File: src/rtl/seq_shifter.sv
`default_nettype none
// +--------------------------------------------------------------------------+
// | Module   : seq_shifter                                                   |
// | Purpose  : Multi-cycle WIDTH-bit shifter. Moves the operand one bit per  |
// |            clock, left or right (logical/arithmetic), by a programmable  |
// |            amount, with carry-out, zero flag and start/busy/done.        |
// | Ports    : clk, rst        - clock, synchronous active-high reset        |
// |            start          - request; accepted in IDLE or DONE only      |
// |            A, AMT, LA, LR - operand, amount, arith-right, right/left    |
// |            ROT            - rotate select (SEQ_SHIFTER_ROTATE_EN only)  |
// |            Y, C, Z        - result, last bit shifted out, Y==0 flag     |
// |            busy, done     - in SHIFT state / one-cycle completion pulse |
// | Option   : `define SEQ_SHIFTER_ROTATE_EN adds the ROT port and rotates. |
// | Revision : 1.0 - initial release                                         |
// +--------------------------------------------------------------------------+
module seq_shifter #(
  parameter int WIDTH = 8,
  parameter int AMT_W = 4
) (
  input  logic             clk,
  input  logic             rst,
  input  logic             start,
  input  logic [WIDTH-1:0] A,
  input  logic [AMT_W-1:0] AMT,
  input  logic             LA,
  input  logic             LR,
`ifdef SEQ_SHIFTER_ROTATE_EN
  input  logic             ROT,
`endif
  output logic [WIDTH-1:0] Y,
  output logic             C,
  output logic             Z,
  output logic             busy,
  output logic             done
);

  typedef enum logic [1:0] {
    S_IDLE  = 2'd0,
    S_SHIFT = 2'd1,
    S_DONE  = 2'd2
  } state_t;

  state_t           r_state, w_state_nxt;
  logic [WIDTH-1:0] r_y,     w_y_nxt;
  logic             r_c,     w_c_nxt;
  logic             r_z,     w_z_nxt;
  logic [AMT_W-1:0] r_count, w_count_nxt;
  logic             r_la,    w_la_nxt;
  logic             r_lr,    w_lr_nxt;
  logic             r_rot,   w_rot_nxt;
  logic             w_rot_in;
  logic [WIDTH-1:0] w_y_step;
  logic             w_c_step;

`ifdef SEQ_SHIFTER_ROTATE_EN
  assign w_rot_in = ROT;
`else
  // Without the rotate option the mode bit is tied off and folds away.
  assign w_rot_in = 1'b0;
`endif

  // One shift/rotate step of the current result, using the latched mode.
  always_comb begin
    w_y_step = r_y;
    w_c_step = 1'b0;
    if (r_lr) begin
      w_c_step = r_y[0];
      if (r_rot) w_y_step = {r_y[0], r_y[WIDTH-1:1]};
      else       w_y_step = {r_la & r_y[WIDTH-1], r_y[WIDTH-1:1]};
    end else begin
      w_c_step = r_y[WIDTH-1];
      if (r_rot) w_y_step = {r_y[WIDTH-2:0], r_y[WIDTH-1]};
      else       w_y_step = {r_y[WIDTH-2:0], 1'b0};
    end
  end

  // Next-state and datapath update; Z is only refreshed on entry to DONE.
  always_comb begin
    w_state_nxt = r_state;
    w_y_nxt     = r_y;
    w_c_nxt     = r_c;
    w_z_nxt     = r_z;
    w_count_nxt = r_count;
    w_la_nxt    = r_la;
    w_lr_nxt    = r_lr;
    w_rot_nxt   = r_rot;
    case (r_state)
      S_IDLE, S_DONE: begin
        if (start) begin
          w_y_nxt     = A;
          w_c_nxt     = 1'b0;
          w_count_nxt = AMT;
          w_la_nxt    = LA;
          w_lr_nxt    = LR;
          w_rot_nxt   = w_rot_in;
          if (AMT == '0) begin
            w_state_nxt = S_DONE;
            w_z_nxt     = (A == '0);
          end else begin
            w_state_nxt = S_SHIFT;
          end
        end else begin
          w_state_nxt = S_IDLE;
        end
      end
      S_SHIFT: begin
        w_y_nxt     = w_y_step;
        w_c_nxt     = w_c_step;
        w_count_nxt = r_count - AMT_W'(1);
        if (r_count == AMT_W'(1)) begin
          w_state_nxt = S_DONE;
          w_z_nxt     = (w_y_step == '0);
        end
      end
      default: w_state_nxt = S_IDLE;
    endcase
  end

  always_ff @(posedge clk) begin
    if (rst) begin
      r_state <= S_IDLE;
      r_y     <= '0;
      r_c     <= 1'b0;
      r_z     <= 1'b0;
      r_count <= '0;
      r_la    <= 1'b0;
      r_lr    <= 1'b0;
      r_rot   <= 1'b0;
    end else begin
      r_state <= w_state_nxt;
      r_y     <= w_y_nxt;
      r_c     <= w_c_nxt;
      r_z     <= w_z_nxt;
      r_count <= w_count_nxt;
      r_la    <= w_la_nxt;
      r_lr    <= w_lr_nxt;
      r_rot   <= w_rot_nxt;
    end
  end

  assign Y    = r_y;
  assign C    = r_c;
  assign Z    = r_z;
  assign busy = (r_state == S_SHIFT);
  assign done = (r_state == S_DONE);

endmodule
`default_nettype wire

File: config.mk
export PLATFORM = sky130hd
export DESIGN_NAME = seq_shifter
export DESIGN_NICKNAME = d
export VERILOG_FILES = /design/src/rtl/seq_shifter.sv
export SDC_FILE = /design/constraint.sdc
export NUM_CORES = 1
export LEC_CHECK = 0
export ABC_AREA = 1
export ABC_CLOCK_PERIOD_IN_PS = 1700
export CORE_MARGIN = 5
export CORE_UTILIZATION = 50
export CTS_BUF_LIST = sky130_fd_sc_hd__clkbuf_4
export CTS_CLUSTER_SIZE = 16
export DETAILED_ROUTE_END_ITERATION = 8
export PLACE_DENSITY = 0.89
export SYNTH_ARGS = -nofsm -noshare
export SYNTH_HDL_FRONTEND = slang
export SYNTH_SLANG_ARGS = --single-unit
File: constraint.sdc
create_clock -name clk -period 1.7 [get_ports clk]
set_input_delay 0.255 -clock clk [delete_from_list [all_inputs] [get_ports clk]]
set_output_delay 0.255 -clock clk [all_outputs]
set_load 0.02 [all_outputs]
==> impl_metrics.env <==
export IMPL_outcome="finished, final reports clean"
export IMPL_clkTransAtPathRegs_ns=0.09
export IMPL_grt_max_degree=15
export IMPL_ys_types=22
export IMPL_max_clock_freq_mhz=612
export IMPL_nets=214
export IMPL_antenna_cells=0
export IMPL_yosysWarnings=0
export IMPL_fin_ws_ns=0.0661
export IMPL_slowest_stage="clkdlybuf4s50_1"
export IMPL_crit_chain="inv_1 -> nor2_1 -> clkdlybuf4s50_1"
export IMPL_cts_htree_levels=1
export IMPL_yosysTopAreaCellShare=0.350
export IMPL_setup_viol_count_final=0
export IMPL_dpl_hpwl_mm=2.12
export IMPL_fin_crit_ns=1.63
export IMPL_multi_input_area_um2=544
export IMPL_gp_congestion=0.884
export IMPL_syn_inst=164
export IMPL_dp_cells=217
export IMPL_grt_pass1_vias=1151
export IMPL_ir_drop_mv=0.565
export IMPL_start_kind="register"
export IMPL_critPathRequiredTime_ns=1.44
export IMPL_min_to="C"
export IMPL_power_leakage_nw=0.623
export IMPL_syn_area_per_cell_um2=6.27
export IMPL_yosysSeqAreaShare=0.350
export IMPL_start_util=0.524
export IMPL_slew_viol_final=0
export IMPL_finalHoldWorstSlack_ns=0.473
export IMPL_crit_reg2reg_launch="r_lr"
export IMPL_port_buffers=28
export IMPL_ant_nets=0
export IMPL_post_cts_setup_buffer_count=0
export IMPL_hp_start="C"
export IMPL_drive_above_1_share=0.0725
export IMPL_grt_pass1_wl_mm=4.68
export IMPL_synth_edff_count=0
export IMPL_die_x_um=55.4
export IMPL_syn_num_nets=183
export IMPL_die_area_um2=3060
export IMPL_synth_area_leader_cell="dfxtp_1"
export IMPL_boundaryPins=29
export IMPL_cts_buffers_inserted=3
export IMPL_fp_dieH_um=55.4
export IMPL_synth_most_common_cell="nand2_1"
export IMPL_worst_slew_pin_slew_ns=0.455
export IMPL_power_total_mw=1.12
export IMPL_antenna_found_initial=0
export IMPL_pre_cts_ws_ns=0.119
export IMPL_setup_tns_final_ns=0
export IMPL_design_core_area_um2=1960
export IMPL_relSlewSlack=0.696
export IMPL_regArea_um2=360
export IMPL_areaGrowthSynthToFinish_pct=31.9
export IMPL_rr_worst_depth=6
export IMPL_cts_num_sinks=18
export IMPL_rrSetupSlack_ns=0.31
export IMPL_cp_top_family="buffers and inverters"
export IMPL_fill_cells=184
export IMPL_cap_violations=0
export IMPL_drc=0
export IMPL_r2r_end="Z"
export IMPL_crit_path_end_kind="output pin"
export IMPL_hold_viol_final=0
export IMPL_crit_type="register to output pin"
export IMPL_grt_usage=0.180
export IMPL_power_density_nw_per_um2=823
export IMPL_totalWireLength_mm=2.75
export IMPL_firstDrtPassIters=4
export IMPL_hold_buffers=0
export IMPL_cp_max_fo=2
export IMPL_synthTopCellsByCount="nand2_1, inv_1, nor2_1, o21ai_0, dfxtp_1"
export IMPL_cts_tree="done"
export IMPL_cts_root_buf="clkbuf_4"
export IMPL_grt_ovfl_total=0
export IMPL_wire_per_inst_um=12.5
export IMPL_async_flop_share=0
export IMPL_period_share=0.961
export IMPL_synth_area_leaders="dfxtp_1, nand2_1, o21ai_0, inv_1, a21oi_1"
export IMPL_worstPathArrival_ns=1.38
export IMPL_critPathMaxStageDelay_ns=0.60
export IMPL_worst_path_buf_inv=2
export IMPL_holdPathStages=2
export IMPL_netlist_area_um2=1030
export IMPL_instances_no_fill=220
export IMPL_ys_seq_elements=18
export IMPL_ys_flop_type="dfxtp_1"
export IMPL_vias_per_cell=5.23
export IMPL_fin_skew_ns=0.00471
export IMPL_cts_buffer_depth=2
export IMPL_vias=1151
export IMPL_rsz0062_at_grt="no"
export IMPL_min_path_type="register to register"
export IMPL_row_count=16
export IMPL_clock_latency_ns=0.29
export IMPL_first_iter_violations=42
-- worst max-delay path by stage --
stage / startpoint / endpoint / cells after the start
final: r_state[1] / done / 3
after global routing: r_state[1] / done / 3
after CTS: r_state[1] / done / 3
after detailed placement: start / Y[2] / 8
after global placement: start / Y[2] / 8
after floorplan: r_state[0] / Z / 8
-- flip-flops by register name, indices dropped and copies added (netlist names) --
name	flops
Y	8
r_count	4
r_state	2
C	1
Z	1
r_la	1
r_lr	1
-- worst min-delay path, stage by stage, from the launching register on --
cell and delay [ns]:
dfxtp_1 0.32, nand2_1 0.06, a21oi_1 0.06
-- per-stage QoR --
stage           util  area, um2
6_report       0.691       1360
5_1_grt        0.691       1360
4_1_cts        0.691       1360
3_5_place_dp   0.680       1340
3_3_place_gp   0.680       1340
2_1_floorplan      -       1030
-- power breakdown --
| group | internal, mW | switching [mW] |
|---|---|---|
| Combinational | 0.173 | 0.224 |
| Clock | 0.0823 | 0.124 |
| Sequential | 0.468 | 0.0447 |
-- cell families (layout without fill, tap and decap cells) --
family                     count (synthesis)  after routing  share of synthesized area
adders and majority gates                  2              2                     0.0243
and+or+nand+nor                           78             78                      0.319
DFF                                       18             18                      0.350
AOI/OAI and AO/OA                         37             37                      0.186
buffers and inverters                     29             58                      0.120
-- layout make-up --
cell class / count / share of cell area
clock buffer: 3 / 0.0166
timing repair buffer: 32 / 0.228
inverter: 23 / 0.0637
tap: 27 / 0.0249
multi-input combinational: 117 / 0.401
sequential: 18 / 0.266
-- placed cells by master, fill, tap and decap left out --
cell	n
o221ai_1	1
nor2_2	1
inv_2	1
nand2_2	3
nand2_1	42
clkdlybuf4s50_1	27
o21ai_0	19
a21oi_1	16
o21bai_1	1
inv_1	22
dlygate4sd2_1	1
ha_1	2
nand3b_1	1
dfxtp_1	18
clkbuf_4	3
nand3_1	9
nor2_1	19
buf_4	4
or2_2	1
nand3_2	1
nor3_1	1
-- layer usage --
| layer | GRT usage | vias to the layer above | share of wire |
|---|---|---|---|
| li1 | - | 578 | - |
| met2 | 0.318 | 61 | 0.47 |
| met3 | 0.0350 | 8 | 0.087 |
| met4 | 0.0729 | 0 | 0.020 |
| met5 | 0 | - | 0 |
| met1 | 0.210 | 504 | 0.42 |
-- what timing repair did --
item                                    CTS  global route
resized for setup                         1             0
endpoints found under the setup margin    1             0
hold endpoints to repair                  0             0
No activity file was read; power rests on OpenSTA's default activity.
==> RTL change, RTL diff (same settings) <==
The 3 states of `state_t` get a one-hot encoding in 3 bits.
--- a/src/rtl/seq_shifter.sv
+++ b/src/rtl/seq_shifter.sv
@@ -34,10 +34,10 @@
   output logic             done
 );
 
-  typedef enum logic [1:0] {
-    S_IDLE  = 2'd0,
-    S_SHIFT = 2'd1,
-    S_DONE  = 2'd2
+  typedef enum logic [2:0] {
+    S_IDLE  = 3'b001,
+    S_SHIFT = 3'b010,
+    S_DONE  = 3'b100
   } state_t;
 
   state_t           r_state, w_state_nxt;
Check against the original RTL: no difference found for any inputs over 10 cycles, from zero or initial values and one cycle with rst high; not proved beyond that.
==> RTL change against the unedited design <==
Total power decreased by 4.0%. Area after synthesis up 8.2%. Die area rose by 6.6%. Setup slack improved by 0.0092 ns. Sequential cell count is 1 higher. Wire length rose by 2.8%. Clock skew up 0.0049 ns. Count of clock-buffer cells in the layout unchanged. Critical path type unchanged. Final area rose by 5.6%.
==> RTL change: results (changes against the unedited design) <==
| Metric | Value |
|---|---|
| Actual slew at the worst max-slew pin | `0.451 ns (-0.00422 ns)` |
| Cts repair resizes | `2 (+1)` |
| Outcome | `completed` |
| Top cells by area, synth | `dfxtp_1, nand2_1, nor2_1` |
| Initial drt markers | `36 (-14%)` |
| WL/cell | `12.4 um (-0.37%)` |
| NonClk Buf Share | `21.0% (-1.8 points)` |
| Clock buf/inv share | `1.92% (+0.26 points)` |
| Seq/total area | `26.6% (about the same)` |
| Bufs w/o clock | `31 (-3.1%)` |
| Pre-CTS setup slack | `0.0942 ns (-0.0247 ns)` |
| Layout Nets | `219 (+2.3%)` |
| Fraction of area in multi-input gates | `43.7% (+3.5 points)` |
| Peak VDD IR | `0.509 mV (-10%)` |
| FILL cells | `205 (+11%)` |
| Worst Skew | `0.00960 ns (+0.00488 ns)` |
| GR Util met3 | `3.62% (+0.12 points)` |
| Global-route wire length before repair | `4.65 mm (-0.60%)` |
| Count of multi-input gates | `128 (+9.4%)` |
| Cells after DPL | `223 (+2.8%)` |
| Max stage delay on crit path | `0.64 ns (+0.04 ns)` |
| Met2 wire length | `1.41 mm (+9.6%)` |
| Post-DP HPWL | `2.14 mm (+0.49%)` |
| Gr usage total | `17.6% (-0.43 points)` |
| Worst Reg-to-Reg Cells | `9 (+3)` |
| Worst Hold End | `r_count[2]` |
| Area of the multi-input gates | `626 um^2 (+15%)` |
| Share of cells above drive strength 1 | `9.05% (+1.8 points)` |
| Synth unique cells | `23 (+4.5%)` |
| GR Layer Usage met1 | `19.4% (-1.6 points)` |
| Inverters | `17 (-26%)` |
| GPL Wtd Cong | `0.858 (-2.9%)` |
| Syn_nets | `188 (+2.7%)` |
| Vias in the first global route | `1140 (-0.96%)` |
| Via count | `1207 (+4.9%)` |
| Met2 usage | `32.3% (+0.54 points)` |
| Hold slack | `0.499 ns (+0.0261 ns)` |
| Slowest CP cell | `clkdlybuf4s50_1` |
| M1 WL | `1.17 mm (+0.26%)` |
| Seq_cells | `19 (+1)` |
| Delay-heaviest family, CP | `buffers and inverters` |
| Sequential share of the synthesized area | `34.2% (-0.84 points)` |
| R2r startpoint | `r_state[1]` |
| Area of placed instances | `0.00141 mm^2 (+5.4%)` |
| Met3 Routed Length | `219 um (-8.8%)` |
| Mean Syn Cell Area | `6.58 um^2 (+5.0%)` |
| Largest net degree at the start of global routing | `20 (+5)` |
| DIE AREA | `0.00327 mm^2 (+6.6%)` |
| Critical-path maximum fanout | `5 (+3)` |
| Reg-to-reg slack, setup | `0.32 ns` |
| Via/cell ratio | `5.32 (+1.6%)` |
RTL change: where the power goes:
part	total, W	leakage [nW]	switching (W)	internal, W
Combinational	0.000310	0.501	0.000172	0.000138
Clock	0.000234	0.0177	0.000146	0.0000878
Sequential	0.000527	0.157	0.0000421	0.000485
Total	0.00107	0.675	0.000361	0.000711
RTL change: worst max-delay path by stage:
stage	startpoint	endpoint	slack, ns	cells after the start
2_1_floorplan	r_state[2]	Y[3]	0.57	7
4_1_cts	Y[5]	Y[5]	0.08	1
6_report	Y[7]	Y[7]	0.08	1
5_1_grt	r_state[1]	busy	0.03	3
3_5_place_dp	start	Y[0]	0.09	8
3_3_place_gp	start	r_count[1]	0.14	8
RTL change: cell families (layout without fill, tap and decap cells):
kind of cell	Yosys count	count (layout)	synth area share, %
DFF	19	19	34.2
and+or+nand+nor	99	99	39.0
AOI/OAI and AO/OA	27	27	15.0
adders and majority gates	2	2	2.25
buffers and inverters	22	52	9.56
